### src/rtl/sim_ctrl.sv
// Simulation run controller: tracks an ISA test run, decides how it ended
// (pass / fail / timeout / software end) and raises one-shot interrupt requests.
module sim_ctrl #(
  parameter int CNT_W      = 64,
  parameter int TIMEOUT    = 300000,
  parameter int SETTLE     = 3,
  parameter int IRQ_N      = 1,
  parameter int IRQ_AT     = 1500,
  parameter int IRQ_STRIDE = 100
) (
  input  logic             clk,
  input  logic             rst_n,
  input  logic             run_en,
  input  logic             isa_done,
  input  logic             isa_pass,
  input  logic [31:0]      testnum,
  input  logic             mends,
  input  logic [IRQ_N-1:0] irq_ready,
  output logic [IRQ_N-1:0] irq_valid,
  output logic [CNT_W-1:0] cycle_cnt,
  output logic [1:0]       state,
  output logic             end_valid,
  output logic [1:0]       end_code,
  output logic [31:0]      fail_num
);

  typedef enum logic [1:0] {
    S_IDLE   = 2'd0,
    S_RUN    = 2'd1,
    S_SETTLE = 2'd2,
    S_END    = 2'd3
  } state_t;

  localparam logic [1:0] CODE_PASS    = 2'd0;
  localparam logic [1:0] CODE_FAIL    = 2'd1;
  localparam logic [1:0] CODE_TIMEOUT = 2'd2;
  localparam logic [1:0] CODE_MENDS   = 2'd3;

  localparam logic [CNT_W-1:0] TIMEOUT_M1 = CNT_W'(TIMEOUT - 1);
  localparam logic [CNT_W-1:0] CNT_ONE    = CNT_W'(1);
  localparam logic [CNT_W-1:0] CNT_MAX    = '1;
  localparam logic [7:0]       SETTLE_M1  = 8'(SETTLE - 1);

  state_t           r_state;
  state_t           w_next;
  logic [CNT_W-1:0] r_cnt;
  logic [7:0]       r_settle;
  logic             r_end_valid;
  logic [1:0]       r_end_code;
  logic [31:0]      r_fail_num;
  logic [IRQ_N-1:0] r_irq_valid;
  logic [IRQ_N-1:0] r_irq_done;

  logic             w_timeout;
  logic             w_counting;
  logic [1:0]       w_end_code;
  logic [31:0]      w_fail_num;
  logic [IRQ_N-1:0] w_irq_hit;

  assign w_timeout  = (r_cnt == TIMEOUT_M1);
  assign w_counting = (r_state == S_RUN) || (r_state == S_SETTLE);

  // Exit priority in RUN: isa_done, then mends, then timeout.
  always_comb begin
    w_next     = r_state;
    w_end_code = r_end_code;
    w_fail_num = r_fail_num;
    case (r_state)
      S_IDLE: begin
        if (run_en) w_next = S_RUN;
      end
      S_RUN: begin
        if (isa_done) begin
          w_next = S_SETTLE;
        end else if (mends) begin
          w_next     = S_END;
          w_end_code = CODE_MENDS;
        end else if (w_timeout) begin
          w_next     = S_END;
          w_end_code = CODE_TIMEOUT;
        end
      end
      S_SETTLE: begin
        if (r_settle == 8'd0) begin
          w_next = S_END;
          if (isa_pass) begin
            w_end_code = CODE_PASS;
          end else begin
            w_end_code = CODE_FAIL;
            w_fail_num = testnum;
          end
        end
      end
      S_END: begin
        w_next = S_END;
      end
      default: begin
        w_next = S_IDLE;
      end
    endcase
  end

  always_ff @(posedge clk or negedge rst_n) begin
    if (!rst_n) begin
      r_state     <= S_IDLE;
      r_cnt       <= '0;
      r_settle    <= 8'd0;
      r_end_valid <= 1'b0;
      r_end_code  <= 2'd0;
      r_fail_num  <= 32'd0;
    end else begin
      r_state     <= w_next;
      r_end_code  <= w_end_code;
      r_fail_num  <= w_fail_num;
      r_end_valid <= (w_next == S_END) && (r_state != S_END);
      if (w_counting && (r_cnt != CNT_MAX)) r_cnt <= r_cnt + CNT_ONE;
      if ((r_state == S_RUN) && isa_done) begin
        r_settle <= SETTLE_M1;
      end else if ((r_state == S_SETTLE) && (r_settle != 8'd0)) begin
        r_settle <= r_settle - 8'd1;
      end
    end
  end

  // A channel fires at the edge where the counter equals its request cycle,
  // so the request becomes visible one cycle later. Handshake: a request is
  // transferred on the edge where irq_valid[i] and irq_ready[i] are both high;
  // ready with valid low has no effect, and valid never drops without ready.
  for (genvar gi = 0; gi < IRQ_N; gi++) begin : g_irq
    localparam logic [CNT_W-1:0] REQ_AT = CNT_W'(IRQ_AT + gi * IRQ_STRIDE);

    assign w_irq_hit[gi] = (r_state == S_RUN) && (r_cnt == REQ_AT) && !r_irq_done[gi];

    always_ff @(posedge clk or negedge rst_n) begin
      if (!rst_n) begin
        r_irq_valid[gi] <= 1'b0;
        r_irq_done[gi]  <= 1'b0;
      end else if (w_irq_hit[gi]) begin
        r_irq_valid[gi] <= 1'b1;
        r_irq_done[gi]  <= 1'b1;
      end else if (r_irq_valid[gi] && irq_ready[gi]) begin
        r_irq_valid[gi] <= 1'b0;
      end
    end
  end

  assign irq_valid = r_irq_valid;
  assign cycle_cnt = r_cnt;
  assign state     = r_state;
  assign end_valid = r_end_valid;
  assign end_code  = r_end_code;
  assign fail_num  = r_fail_num;

endmodule

### config.mk
export PLATFORM = sky130hd
export DESIGN_NAME = sim_ctrl
export DESIGN_NICKNAME = d
export VERILOG_FILES = /design/src/rtl/sim_ctrl.sv
export SDC_FILE = /design/constraint.sdc
export NUM_CORES = 1
export LEC_CHECK = 0
export CELL_PAD_IN_SITES_DETAIL_PLACEMENT = 0
export CELL_PAD_IN_SITES_GLOBAL_PLACEMENT = 1
export CORE_MARGIN = 3
export CORE_UTILIZATION = 34
export DETAILED_ROUTE_END_ITERATION = 8
export PLACE_DENSITY_LB_ADDON = 0.1
export SLEW_MARGIN = 10
export SYNTH_ARGS = -nofsm -noshare
export SYNTH_HDL_FRONTEND = slang
export SYNTH_SLANG_ARGS = --single-unit
### constraint.sdc
create_clock -name clk -period 2.6 [get_ports clk]
set_clock_uncertainty 0.1 [all_clocks]
set_input_delay 0.52 -clock clk [delete_from_list [all_inputs] [get_ports clk]]
set_output_delay 0.52 -clock clk [all_outputs]
set_load 0.05 [all_outputs]
# Word level (Yosys, flattened, before mapping)
# Cells that the tools add are included.
[word_totals]
reg_bits = 111
out_inout_bits = 102
[op_classes]
add_sub_neg = 2
n_eq_ne = 11
mux = 16
bitwise_logic = 1
reduce_logical = 17
[ops]
columns = ["op", "count"]
rows = [
  ["adder 64 x 1 -> 64 bit (second input constant)", 1],
  ["equality test 64 x 11 -> 1 bit (second input constant)", 1],
  ["equality test 64 x 19 -> 1 bit (second input constant)", 1],
  ["inequality test 64 bit (second input constant)", 1],
  ["2-to-1 mux 2 bit", 9],
  ["2-to-1 mux 8 bit", 2],
  ["zero test 8 bit", 1],
  ["one-hot mux 2 bit (4 select lines)", 1],
  ["nonzero test 8 bit", 1],
  ["subtractor 8 x 1 -> 8 bit (second input constant)", 1],
  ["logical AND 1 bit", 7],
  ["equality test 2 bit (second input constant)", 3],
  ["nonzero test 2 bit", 3],
  ["inequality test 2 bit (second input constant)", 2],
  ["one-hot mux 2 bit (2 select lines)", 1],
  ["AND reduction 4 bit", 1],
  ["2-to-1 mux 1 bit", 3],
  ["inequality test 3 bit (second input constant)", 1],
  ["AND reduction 3 bit", 1],
  ["equality test 2 x 1 -> 1 bit (second input constant)", 1],
  ["zero test 2 bit", 1],
  ["inequality test 2 x 1 -> 1 bit (second input constant)", 1],
  ["zero test 1 bit", 1],
  ["logical OR 1 bit", 1],
  ["inverter 1 bit", 1],
]

# Depth between registers and ports, before layout
[depth]
word_depth = 7
depth_mapped = 9

# Worst setup path after synthesis
# Ideal clock, no wire load.
[synth_path]
kind = "reg-to-reg"
from = "register r_cnt[40], in the netlist cycle_cnt[40]"
to = "register r_cnt[61], in the netlist cycle_cnt[61]"
arrival_time_ns = 2.701
required_time_ns = 2.354
path_slack_ns = -0.347
path_stages_with_launch = 9
cell_sequence = "dfrtp_1 buf_2 nand4_1 or4_4 or4b_1 buf_6 o2111ai_2 nor3_1 xor2_1"
[synth_via]
elab_chain_len = 2
word_cells_on_any_way = 3
[synth_rtl]
columns = ["element", "line_no", "source"]
rows = [
  ["from (decl)", "46", "logic [CNT_W-1:0] r_cnt;"],
  ["from (signal assigned)", "116", "if (w_counting && (r_cnt != CNT_MAX)) r_cnt <= r_cnt + CNT_ONE;"],
  ["parallel branches: the longest is 2 deep, another holds adder 64 x 1 -> 64 bit", "--", ""],
]
# Several ways; the timed one is not identified.
# A chain may end at the register's enable or synchronous reset.

# Final worst setup path
[layout_path]
from = "register r_cnt[36], in the netlist cycle_cnt[36]"
to = "register r_cnt[61], in the netlist cycle_cnt[61]"
# The elaborated chain is that of the path after synthesis.

==> results_dict.tcl <==
set metrics [dict create \
    status "finished, final reports clean" \
    ys_seq_area_frac 0.500 \
    end_kind "flip-flop" \
    portBuffers 140 \
    critPathArrivalTime_ps 2700 \
    wl_um 17200 \
    leakage_nw 3.69 \
    hold_violations 0 \
    internal_power_mw 3.98 \
    grt_pass1_wl_um 27700 \
    grt_pass1_vias 4989 \
    regToRegEndpoint "cycle_cnt[61]" \
    period_needed_ps 2570 \
    layout-drive-gt1-share 0.259 \
    drt.antenna.violating_nets 0 \
    period_share 0.987 \
    crit_fanout 7 \
    setup_viol 0 \
    grt_antenna_before_repair 0 \
    vias 4855 \
    numCtsBuffers 9 \
    fmax_ghz 0.390 \
    n_fill_cell 1457 \
    yosys_warnings 0 \
    row_count 46 \
    grt.overflow.total 0 \
    wl_per_cell_um 18.1 \
    h-tree-depth 3 \
    grt_max_degree 36 \
    crit_type "reg -> reg" \
    worst_slew_pin_slew_ps 553 \
    cts_tree "built" \
    cts_hold_buf 0 \
    layout_common_cells "clkdlybuf4s50_1 (139), dfrtp_1 (85), buf_4 (74)" \
    synth_cell_types 50 \
    critPathRequiredTime_ps 2740 \
    crit_chain "nand3_2 > or4_4 > or4b_4 > buf_4 > o2111ai_4 > nor3_1 > xor2_1" \
    grt_usage 0.194 \
    cp.depth 7 \
    maxCapViolations 0 \
    drcViolationCount 0 \
    area_growth_syn_to_layout_pct 49.3 \
    async_flop_share 1.00 \
    dp_hpwl_um 13100 \
    multi_input_area_mm2 0.00276 \
    place_ws_ps -6.57 \
    r2r_cells 7 \
    die_y_um 134 \
    critical-path-top-delay-family "simple AND/OR/NAND/NOR gates" \
    firstDrtPassIters 4 \
    clk_latency_ps 360 \
    ys.flop_type "dfrtp_1" \
    critPathBufInv 1 \
    fin_ws_ps 32.7 \
    clkPwrFrac 0.205 \
    diodes 0 \
    slew_headroom 0.630 \
    regToRegSetupSlack_ps 30 \
    reg2reg_from "cycle_cnt[36]" \
    dieArea_mm2 0.0179 \
    combPwrFrac 0.457 \
    start_util 0.349 \
    grt_setup_unrepaired "yes" \
    postSynthAreaPerCell_um2 10.7 \
    gp_congestion 0.904 \
    drt-initial-drc-count 240 \
    pwr-share-seq 0.338 \
    swShare 0.423 \
    utilization 0.521 \
    cts.clk_slew.worst_paths_ps 80 \
    ir_drop_uv 616 \
    slowest_delay_ps 560 \
    synth_edf_count 0 \
    yosys_register_bits 111 \
    syn_inst 521 \
    finalPower_mw 6.90 \
    cts_sinks 111 \
    nets 776 \
    power_density_mw_per_mm2 831 \
    ios 141 \
    viasPerCell 5.11 \
    die_width_um 134 \
    syn_area_mm2 0.00556 \
    hp-class "in -> async" \
    power.switching_mw 2.92 \
    layout.area.seq_mm2 0.00281 \
    final_common_cell "clkdlybuf4s50_1" \
    cpMaxStageDelayCell "or4b_4" \
    start_kind "flip-flop" \
    clock_path_buffers 2 \
    slew_violations 0 \
    syn-num-nets 567 \
    coreArea_mm2 0.0159 \
    cts_root_buf "clkbuf_16" \
]
[metal layers]
layer	part of all wire	vias up	wire, um	GRT usage
met4	0.018	0	315	0.0623
met1	0.46	2407	7940	0.263
met3	0.049	21	847	0.0330
met5	0	-	0	0
li1	-	2300	-	-
met2	0.47	127	8110	0.316
[power groups by stage]
| stage | clock network (mW) | registers [mW] | logic [mW] |
|---|---|---|---|
| floorplan | 0 | 3.30 | 1.09 |
| global placement | 0 | 2.35 | 3.10 |
| detailed placement | 0 | 2.37 | 3.15 |
| CTS | 1.46 | 2.34 | 3.16 |
| global route | 1.54 | 2.37 | 3.34 |
| finish | 1.41 | 2.33 | 3.15 |
[Yosys cell counts (2+ instances only)]
master | n | area, um^2
dfrtp_1 | 111 | 2780
xor2_1 | 39 | 342
nor3_1 | 36 | 180
nor4_1 | 35 | 219
mux2_2 | 31 | 349
nand2_1 | 31 | 116
xnor2_1 | 29 | 254
nand4_1 | 27 | 169
nor2_1 | 27 | 101
inv_1 | 19 | 71.3
nand3_1 | 18 | 90.1
and3_1 | 13 | 81.3
and4_1 | 10 | 87.6
a21oi_1 | 9 | 45.0
clkbuf_1 | 8 | 30.0
ha_1 | 7 | 87.6
nor4b_1 | 7 | 61.3
o21ai_0 | 7 | 35.0
or3_1 | 7 | 43.8
and2_1 | 4 | 25.0
buf_1 | 4 | 15.0
buf_2 | 4 | 20.0
nand2b_1 | 4 | 25.0
nor4bb_1 | 3 | 30.0
buf_4 | 2 | 15.0
buf_6 | 2 | 22.5
clkbuf_2 | 2 | 10.0
nand3_2 | 2 | 20.0
or4_1 | 2 | 15.0
[timing repair]
| action | CTS | global route |
|---|---|---|
| gates cloned | 0 | 0 |
| resized for setup | 0 | 19 |
| setup buffers | 1 | 2 |
| setup endpoints to repair | 3 | 61 |
| pin swaps | 1 | 8 |
[sequential cells by signal, indices dropped and copies added (netlist names)]
signal      cells
cycle_cnt      64
end_code        2
end_valid       1
fail_num       32
irq_valid       1
r_irq_done      1
r_settle        8
state           2
[cells by family after synthesis]
group           share of synthesized area
simple gates                        0.242
fa+ha+maj                          0.0158
xor+xnor                            0.107
buf+inv                            0.0331
flops                               0.500
mux                                0.0648
compound gates                     0.0380
[metrics by stage]
stage | hold WS [ps] | area, um^2 | instances | TNS, ps
6_report | 13.0 | 8300 | 951 | 0
5_1_grt | 44.0 | 8300 | 951 | -303
4_1_cts | 29.6 | 8190 | 949 | 0
3_5_place_dp | 367 | 7860 | 932 | -11.1
3_3_place_gp | 361 | 7860 | 932 | -1.03
2_1_floorplan | 124 | 5690 | 521 | -3200
[layout make-up]
| type | instances | area share |
|---|---|---|
| Inverter | 19 | 0.00859 |
| Timing Repair Buffer | 220 | 0.251 |
| Clock buffer | 9 | 0.0271 |
| Clock inverter | 7 | 0.00980 |
| Sequential cell | 111 | 0.339 |
| Tap cell | 216 | 0.0326 |
| Multi-Input combinational cell | 369 | 0.333 |
[worst max path at each step]
stage                              from            end  slack, ps
after floorplan           cycle_cnt[40]  cycle_cnt[13]       -110
after global placement    cycle_cnt[46]  cycle_cnt[44]         -1
after detailed placement   cycle_cnt[0]  cycle_cnt[44]         -7
after CTS                 cycle_cnt[46]  cycle_cnt[17]         10
after global routing       cycle_cnt[1]  cycle_cnt[53]        -40
final                     cycle_cnt[36]  cycle_cnt[61]         30
Note: power is estimated with default switching activity, not from simulation.
